**src/rtl/cam_pkg.sv**
```systemverilog
// Shared constants, FSM state type and max-index helper for the account CAM.
package cam_pkg;

    localparam int unsigned KEY_W  = 32;
    localparam int unsigned DEPTH  = 16;
    localparam int unsigned ADDR_W = $clog2(DEPTH);

    typedef enum logic [1:0] {
        IDLE = 2'd0,
        SCAN = 2'd1,
        DONE = 2'd2
    } cam_state_t;

    // Highest populated index after a write lands at wr_addr.
    function automatic logic [ADDR_W-1:0] next_max_add(
        input logic              is_empty,
        input logic [ADDR_W-1:0] cur_max,
        input logic [ADDR_W-1:0] wr_addr
    );
        return (is_empty || (wr_addr > cur_max)) ? wr_addr : cur_max;
    endfunction

endpackage

```
**src/rtl/account_cam_if.sv**
```systemverilog
// Bus between the control FSM (master) and the account CAM (slave).
//   write side : cam_write_en, write_addr, write_key
//   search side: cam_start, search_key
//   results    : match, match_addr, search_done, busy, max_add, empty, write_drop
interface account_cam_if;
    import cam_pkg::*;

    logic              cam_write_en;
    logic [ADDR_W-1:0] write_addr;
    logic [KEY_W-1:0]  write_key;
    logic              cam_start;
    logic [KEY_W-1:0]  search_key;
    logic              match;
    logic [ADDR_W-1:0] match_addr;
    logic              search_done;
    logic              busy;
    logic [ADDR_W-1:0] max_add;
    logic              empty;
    logic              write_drop;

    modport master (
        output cam_write_en, write_addr, write_key, cam_start, search_key,
        input  match, match_addr, search_done, busy, max_add, empty, write_drop
    );

    modport slave (
        input  cam_write_en, write_addr, write_key, cam_start, search_key,
        output match, match_addr, search_done, busy, max_add, empty, write_drop
    );

endinterface

```
**src/rtl/cam_entry_array.sv**
```systemverilog
// Key/valid storage for the account CAM with one write port, one
// combinational indexed read port, and highest-index / empty tracking.
//   clk, rst          : clock, synchronous active-high reset
//   we, waddr, wkey   : write port (caller gates we to legal cycles)
//   raddr             : read index
//   rd_key_c, rd_valid_c : combinational read data
//   max_add, empty    : registered occupancy summary
module cam_entry_array
    import cam_pkg::*;
(
    input  logic              clk,
    input  logic              rst,
    input  logic              we,
    input  logic [ADDR_W-1:0] waddr,
    input  logic [KEY_W-1:0]  wkey,
    input  logic [ADDR_W-1:0] raddr,
    output logic [KEY_W-1:0]  rd_key_c,
    output logic              rd_valid_c,
    output logic [ADDR_W-1:0] max_add,
    output logic              empty
);

    logic [KEY_W-1:0] key_mem [DEPTH];
    logic [DEPTH-1:0] valid_q;

    // Key storage is intentionally not reset; valid bits gate every read.
    always_ff @(posedge clk) begin
        if (we) begin
            key_mem[waddr] <= wkey;
        end
    end

    // Valid bits and occupancy summary.
    always_ff @(posedge clk) begin
        if (rst) begin
            valid_q <= '0;
            max_add <= '0;
            empty   <= 1'b1;
        end else if (we) begin
            valid_q[waddr] <= 1'b1;
            max_add        <= next_max_add(empty, max_add, waddr);
            empty          <= 1'b0;
        end
    end

    assign rd_key_c   = key_mem[raddr];
    assign rd_valid_c = valid_q[raddr];

endmodule

```
**src/rtl/account_cam.sv**
```systemverilog
// Sequential-search CAM for account identifiers. Writes land only in IDLE;
// a search walks entries 0..max_add and stops on the first hit, so the
// lowest matching index wins.
//   clk, rst : clock, synchronous active-high reset
//   bus      : account_cam_if.slave (write port, search request, results)
module account_cam
    import cam_pkg::*;
(
    input  logic          clk,
    input  logic          rst,
    account_cam_if.slave  bus
);

    cam_state_t        state_q, state_d;
    logic [ADDR_W-1:0] idx_q, idx_d;
    logic [KEY_W-1:0]  key_q, key_d;
    logic              match_q, match_d;
    logic [ADDR_W-1:0] match_addr_q, match_addr_d;
    logic              search_done_q, search_done_d;
    logic              busy_q, busy_d;
    logic              write_drop_q, write_drop_d;

    logic              wr_en_c;
    logic [KEY_W-1:0]  rd_key_c;
    logic              rd_valid_c;
    logic [ADDR_W-1:0] max_add;
    logic              empty;
    logic              hit_c;
    logic              last_c;

    assign wr_en_c = bus.cam_write_en && (state_q == IDLE);

    cam_entry_array u_entries (
        .clk        (clk),
        .rst        (rst),
        .we         (wr_en_c),
        .waddr      (bus.write_addr),
        .wkey       (bus.write_key),
        .raddr      (idx_q),
        .rd_key_c   (rd_key_c),
        .rd_valid_c (rd_valid_c),
        .max_add    (max_add),
        .empty      (empty)
    );

    assign hit_c  = rd_valid_c && (rd_key_c == key_q);
    // max_add only moves on IDLE writes, so it is stable for a whole scan.
    assign last_c = (idx_q == max_add);

    // State and output registers.
    always_ff @(posedge clk) begin
        if (rst) begin
            state_q       <= IDLE;
            idx_q         <= '0;
            key_q         <= '0;
            match_q       <= 1'b0;
            match_addr_q  <= '0;
            search_done_q <= 1'b0;
            busy_q        <= 1'b0;
            write_drop_q  <= 1'b0;
        end else begin
            state_q       <= state_d;
            idx_q         <= idx_d;
            key_q         <= key_d;
            match_q       <= match_d;
            match_addr_q  <= match_addr_d;
            search_done_q <= search_done_d;
            busy_q        <= busy_d;
            write_drop_q  <= write_drop_d;
        end
    end

    // Next-state logic.
    always_comb begin
        state_d = state_q;
        case (state_q)
            IDLE:    if (bus.cam_start) state_d = SCAN;
            SCAN:    if (hit_c || last_c) state_d = DONE;
            DONE:    state_d = IDLE;
            default: state_d = IDLE;
        endcase
    end

    // Next values of the datapath and output registers.
    always_comb begin
        idx_d         = idx_q;
        key_d         = key_q;
        match_d       = match_q;
        match_addr_d  = match_addr_q;
        search_done_d = (state_d == DONE);
        busy_d        = (state_d != IDLE);
        write_drop_d  = bus.cam_write_en && (state_q != IDLE);
        case (state_q)
            IDLE: begin
                if (bus.cam_start) begin
                    key_d        = bus.search_key;
                    idx_d        = '0;
                    match_d      = 1'b0;
                    match_addr_d = '0;
                end
            end
            SCAN: begin
                if (hit_c) begin
                    match_d      = 1'b1;
                    match_addr_d = idx_q;
                end else if (last_c) begin
                    match_d      = 1'b0;
                end else begin
                    idx_d        = idx_q + ADDR_W'(1);
                end
            end
            default: ;
        endcase
    end

    assign bus.match       = match_q;
    assign bus.match_addr  = match_addr_q;
    assign bus.search_done = search_done_q;
    assign bus.busy        = busy_q;
    assign bus.max_add     = max_add;
    assign bus.empty       = empty;
    assign bus.write_drop  = write_drop_q;

endmodule

```
**src/flat_wrapper.sv**
```systemverilog
// flat-port wrapper written by rule: the top's interface ports become plain ports
module account_cam_flat import cam_pkg::*;
  (clk, rst, bus_cam_write_en, bus_write_addr, bus_write_key, bus_cam_start, bus_search_key, bus_match, bus_match_addr, bus_search_done, bus_busy, bus_max_add, bus_empty, bus_write_drop);
  account_cam_if bus_i ();
  input  logic clk;
  input  logic rst;
  input wire logic [$bits(bus_i.cam_write_en)-1:0] bus_cam_write_en;
  input wire logic [$bits(bus_i.write_addr)-1:0] bus_write_addr;
  input wire logic [$bits(bus_i.write_key)-1:0] bus_write_key;
  input wire logic [$bits(bus_i.cam_start)-1:0] bus_cam_start;
  input wire logic [$bits(bus_i.search_key)-1:0] bus_search_key;
  output wire logic [$bits(bus_i.match)-1:0] bus_match;
  output wire logic [$bits(bus_i.match_addr)-1:0] bus_match_addr;
  output wire logic [$bits(bus_i.search_done)-1:0] bus_search_done;
  output wire logic [$bits(bus_i.busy)-1:0] bus_busy;
  output wire logic [$bits(bus_i.max_add)-1:0] bus_max_add;
  output wire logic [$bits(bus_i.empty)-1:0] bus_empty;
  output wire logic [$bits(bus_i.write_drop)-1:0] bus_write_drop;
  assign bus_i.cam_write_en = bus_cam_write_en;
  assign bus_i.write_addr = bus_write_addr;
  assign bus_i.write_key = bus_write_key;
  assign bus_i.cam_start = bus_cam_start;
  assign bus_i.search_key = bus_search_key;
  assign bus_match = bus_i.match;
  assign bus_match_addr = bus_i.match_addr;
  assign bus_search_done = bus_i.search_done;
  assign bus_busy = bus_i.busy;
  assign bus_max_add = bus_i.max_add;
  assign bus_empty = bus_i.empty;
  assign bus_write_drop = bus_i.write_drop;
  account_cam u_core (.clk(clk), .rst(rst), .bus(bus_i));
endmodule
```
**config.mk**
```make
export PLATFORM = sky130hd
export DESIGN_NAME = account_cam_flat
export DESIGN_NICKNAME = d
export VERILOG_FILES = /design/src/rtl/cam_pkg.sv /design/src/rtl/account_cam_if.sv /design/src/rtl/cam_entry_array.sv /design/src/rtl/account_cam.sv /design/src/flat_wrapper.sv
export SDC_FILE = /design/constraint.sdc
export NUM_CORES = 1
export LEC_CHECK = 0
export CAP_MARGIN = 20
export CORE_MARGIN = 5
export CORE_UTILIZATION = 55
export CTS_BUF_LIST = sky130_fd_sc_hd__clkbuf_2 sky130_fd_sc_hd__clkbuf_4 sky130_fd_sc_hd__clkbuf_8
export DETAILED_ROUTE_END_ITERATION = 8
export MAX_ROUTING_LAYER = met4
export PLACE_DENSITY = 0.84
export SYNTH_ARGS = -nofsm -noshare
export SYNTH_HDL_FRONTEND = slang
export SYNTH_SLANG_ARGS = --single-unit
```
**constraint.sdc**
```tcl
create_clock -name clk -period 8.7 [get_ports clk]
set_clock_uncertainty 0.1 [all_clocks]
set_input_delay 0.87 -clock clk [delete_from_list [all_inputs] [get_ports clk]]
set_output_delay 0.87 -clock clk [all_outputs]
set_load 0.01 [all_outputs]
```
**After elaboration in Yosys (flattened, before gate mapping)**

Memories as Yosys holds them, arrays and structs flattened. A register that Yosys moved wholly into a read port is not among the register bits.
Cells that the tools add are included.

- Bits in registers: 67
- RAM bits: 512
- Input port bits: 72
- Output and inout port bits: 13
- Memories kept: 1

- Add/subtract/negate cells: 1
- Order comparisons: 4
- Eq/ne operators: 9
- Muxes and demuxes: 21
- Bitwise logic cells: 1
- Reduce and logical (&&, ||, !) cells: 15

Memory list:

| memory | words | width | rd ports | clocked after Yosys merged registers in | wr ports | line | text |
|---|---|---|---|---|---|---|---|
| u_core.u_entries.key_mem | 16 | 32 | 1 | 1 | 1 | cam_entry_array.sv:23 | `logic [KEY_W-1:0] key_mem [DEPTH];` |

Operators with widths:

| operator | number |
|---|---|
| equality test 32 bit | 1 |
| two-way mux 4 bit | 6 |
| OR 16 bit | 1 |
| case mux 4 bit (2 select lines) | 2 |
| less-than comparator 4 x 5 -> 1 bit, second input constant | 2 |
| two-way mux 1 bit | 7 |
| inequality test 2 bit, second input constant | 3 |
| AND reduction 3 bit | 2 |
| nonzero test 2 bit | 3 |
| adder 4 x 1 -> 4 bit, second input constant | 1 |
| binary-select mux 1 bit (select 4 bit) | 1 |
| demux 1 bit (select 4 bit) | 1 |
| equality test 4 bit | 1 |
| greater-or-equal comparator 4 x 1 -> 1 bit, second input constant | 1 |
| greater-than comparator 4 bit | 1 |
| logical AND 1 bit | 4 |
| two-way mux 2 bit | 2 |
| case mux 2 bit (2 select lines) | 1 |
| AND reduction 2 bit | 2 |
| AND reduction 4 bit | 1 |
| inequality test 3 x 1 -> 1 bit, second input constant | 1 |
| equality test 2 x 1 -> 1 bit, second input constant | 1 |
| equality test 2 bit, second input constant | 1 |
| zero test 2 bit | 1 |
| 3 further kinds | 4 |

**Longest topological paths before layout**

- Depth in word-level cells: 7
- Mapped depth: 15
- Mapped depth without buffers: 11

**Modules after synthesis**

A second synthesis with hierarchy kept.

- Cells, all modules: 1161
- Area total of the unflattened synthesis: 22232.6 um2

By module, submodules not included:

| module | instances | cells each | area each (um2) | sequential area each (um2) |
|---|---|---|---|---|
| cam_entry_array | 1 | 899 | 20100.5 | 15795.1 |
| account_cam | 1 | 262 | 2132.0 | 920.9 |

**Worst setup path after synthesis**

No wires, ideal clock.

- Kind: input port to flip-flop
- From: input port bus_cam_write_en
- To: memory u_core.u_entries.key_mem[0][0], enable pin
- Data arrival time: 3575 ps
- Slack: 4561 ps
- Stages: 3
- Buffers on the path: 0
- Cell sequence: nand2_1 or3_1 nor3_1

- Word-level cells in the longest chain between the ends: 3

Ends and longest elaborated chain:

| what | line | text |
|---|---|---|
| start, declared | flat_wrapper.sv:7 | `input wire logic [$bits(bus_i.cam_write_en)-1:0] bus_cam_write_en;` |
| logical AND 1 bit | account_cam.sv:31 | `assign wr_en_c = bus.cam_write_en && (state_q == IDLE);` |
| two-way mux 1 bit | cam_entry_array.sv:28 | `if (we) begin` |
| two-way mux 1 bit (not written as such) | cam_entry_array.sv:29 | `key_mem[waddr] <= wkey;` |
| end, declared | cam_entry_array.sv:23 |  |

Every way passes these cells.

==> impl_metrics.yaml <==
floorplanning:
  die_width_um: 214.8
  ios: 85
  fp-row-count: 75
  start_util_pct: 55.23
  dieArea_mm2: 0.04613
  design.core.area_mm2: 0.04176
  die_h_um: 214.8
clock_tree:
  cts-root-buf: "clkbuf_8"
  clkLatencyLatePin_ns: 0.64
  clk_pin_slew_worst_paths_ns: 0.06
  cts_sinks: 583
  cts_made_buffers: 91
  cts_tree: "built"
  h-tree-depth: 3
  cts_buffer_depth: 3
  cts_resized: 0
  cts_hold_buf: 0
  cts_setup_buffers: 0
setup_path:
  arrival_ns: 5.73
  crit_path_max_fanout: 38
  path_cells: "buf_4 -> buf_4 -> nor2b_1 -> buf_4 -> a22oi_1 -> a22oi_1 -> xnor2_1 -> nor3_1 -> or4b_1 -> or4_1 -> nand4_1 -> mux2_2"
  critPathRequiredTime_ns: 9.13
  reg2reg_depth: 12
  crit_type: "reg2reg"
  max_stage_delay_ns: 0.77
  cp_common_cell: "buf_4"
  rrSetupSlack_ns: 3.40
  endpoint_kind: "flip-flop"
  slowest_stage: "or4_1"
  crit_path_start_kind: "flip-flop"
place:
  dpl.hpwl_um: 30520
  place_congestion: 0.8566
  dpl_cell_area_mm2: 0.02457
  dpl_worst_slack_ns: 3.375
  io_buffers: 84
power_and_ir_drop:
  total_leakage_power_nw: 8.314
  p_sw_mw: 1.285
  power_density_mw_per_mm2: 220.0
  intPower_mw: 4.542
  power_frac_comb_pct: 5.9
  seq_power_share_pct: 53.8
  ir_drop_mv: 0.1074
  clockPowerShare_pct: 40.3
  p_sw_share_pct: 22.05
outcome:
  outcome: "finished clean"
yosys:
  yosys.area.top_type: "edfxtp_1"
  synth_top_cells_by_count: "512 x edfxtp_1, 107 x mux2i_1, 95 x mux4_2, 95 x nand2_1, 71 x dfxtp_1"
  syn-cell-area_mm2: 0.02306
  syn_inst: 1300
  yosys_most_used_dff: "edfxtp_1"
  synth.top_cell.area_share_pct: 66.66
  synth.area.top_cells: "edfxtp_1 67%, mux4_2 9.3%, dfxtp_1 6.2%, mux2i_1 4.6%, nand2_1 1.5%"
  seq_area_frac_synth_pct: 72.82
  synth_edf_count: 512
  synth.distinct_cells: 63
  ys_async_sr_fraction_pct: 0
  yosysMostFrequentCell: "edfxtp_1"
  synth_nets: 1377
  avgSynthCellArea_um2: 17.74
  ys_warn_count: 0
  ys_seq_elements: 583
sta:
  fmax_mhz: 188.5
  grt_setup_unrepaired: "false"
  fin_crit_ns: 5.305
  tightestPinTransition_ns: 1.001
  holdWs_ns: 0.3661
  relSlewSlack_pct: 33.30
  report.final.hold_viol_count: 0
  period_share_pct: 60.97
  setup_tns_ns: 0
  postLayoutSetupSlackWorst_ns: 3.395
  report.final.slew_viol_count: 0
  finalSetupViolCount: 0
layout:
  stdcell_area_mm2: 0.02648
  drive_gt1_share_pct: 20.54
  final_nets: 1515
  final_util_pct: 63.41
  nFillCells: 2793
  area_delta_synth_final_pct: 14.80
grt:
  globalRouteOverflowTotal: 0
  grt_pass1_wl_um: 81980
  grt_pass1_vias: 13430
  grt_use_total_pct: 24.30
  grt_max_degree: 69
  antenna_found_initial: 3
route:
  drtIter0Drc: 1600
  dr.pass1.iters: 7
  vias_per_cell: 6.248
  wire_per_inst_um: 26.62
  drc: 0
  wirelength_um: 54730
  antenna_left: 0
  vias: 12850
flow_run:
  maxCapViolCount: 0
worst_hold_path:
  hold_end: "u_core.u_entries.valid_q[4]$_SDFFE_PP0P_"
  hp-class: "reg2reg"
  holdPathStages: 2
  hp-start: "u_core.u_entries.valid_q[4]$_SDFFE_PP0P_"
==> metrics by stage <==
stage               total power [mW]  cells
CTS                            5.849   2052
global route                   6.020   2056
floorplan                      3.375   1300
finish                         5.826   2056
global placement               3.518   1883
detailed placement             3.533   1883
==> critical path, delay by kind of cell (launching register included) <==
family                 cells  cell delay (ns)
buffers and inverters      3             1.39
multiplexers               1             0.36
XOR/XNOR                   1             0.10
AO/OA/AOI/OAI              2             0.40
flip-flops                 1             0.73
AND/OR/NAND/NOR            5             2.04
==> state kept, by name, indices dropped and copies added (netlist names), named ones only <==
register / cells
u_core.u_entries.key_mem: 512
u_core.key_q: 32
u_core.u_entries.valid_q: 16
u_core.bus.match_addr: 4
u_core.idx_q: 4
u_core.u_entries.max_add: 4
u_core.state_q: 2
u_core.bus.busy: 1
u_core.bus.match: 1
u_core.bus.search_done: 1
u_core.bus.write_drop: 1
u_core.u_entries.empty: 1
==> layout make-up <==
cell class              count  area [um2]  area share, %
flip-flops and latches    583       16810          63.48
multi-input cells         640        6003          22.67
repair buffers            113        1051          3.969
clock inverters            26       200.2         0.7561
diodes                      3       7.507        0.02835
clock buffers             143        1699          6.417
inverters                   9       33.78         0.1276
well taps                 539       674.4          2.547
==> metal layers <==
layer	vias to the layer above	GRT usage, %	part of all wire [%]
li1	5450	-	-
met1	6493	31.73	38
met2	771	39.59	50
met3	132	4.714	9.0
met4	0	7.086	3.0
met5	-	-	0
==> power by group through the flow <==
stage                     registers, mW  clock network [mW]  logic (mW)
after floorplan                    3.17                   0       0.202
after global placement             3.19                   0       0.331
after detailed placement           3.19                   0       0.343
after CTS                          3.13                2.37       0.345
after global routing               3.14                2.51       0.370
final                              3.13                2.35       0.345
==> placed cells by master, fill, tap and decap left out, types with 5 or more instances in the layout <==
master             n
mux2i_1          107
edfxtp_1         512
buf_4             28
o21ai_0           10
clkdlybuf4s50_1   83
dfxtp_1           67
nor2_1            53
nor3b_1            6
nor2b_1           15
or3_1              8
clkinv_1          11
xnor2_1           31
nand2b_1           8
nor2_4            13
clkbuf_8         100
clkinv_2           6
nand3_1            5
nand2_1           95
xor2_1            17
a22o_1             9
nor3_1             8
mux4_2            95
a22oi_1           21
clkbuf_4          43
ha_1               5
inv_1              9
a21oi_1           47
a221oi_1           7
nand4_1            7
==> worst max path at each step <==
| stage | cells past startpoint | end | slack [ns] | from |
|---|---|---|---|---|
| after floorplan | 3 | u_core.u_entries.key_mem[0][0]$_DFFE_PP_ | 4.56 | bus_cam_write_en |
| after global placement | 11 | u_core.bus.match_addr[2]$_SDFFE_PP0P_ | 3.49 | flip-flop |
| after detailed placement | 12 | flip-flop | 3.38 | flip-flop |
| after CTS | 11 | flip-flop | 3.29 | flip-flop |
| after global routing | 11 | u_core.idx_q[2]$_SDFFE_PP0P_ | 3.20 | flip-flop |
| final | 12 | flip-flop | 3.40 | flip-flop |
==> logic make-up (layout without fill, tap and decap cells) <==
group,Yosys count,after routing,synth area share (%)
XOR/XNOR,48,48,1.823
flip-flops,583,583,72.82
AND/OR/NAND/NOR,245,245,4.969
multiplexers,208,208,14.47
other,0,3,0
adder cells (fa/ha/maj),5,5,0.2712
AO/OA/AOI/OAI,134,134,3.971
buffers and inverters,77,291,1.671
Note: power is estimated with default switching activity, not from simulation.
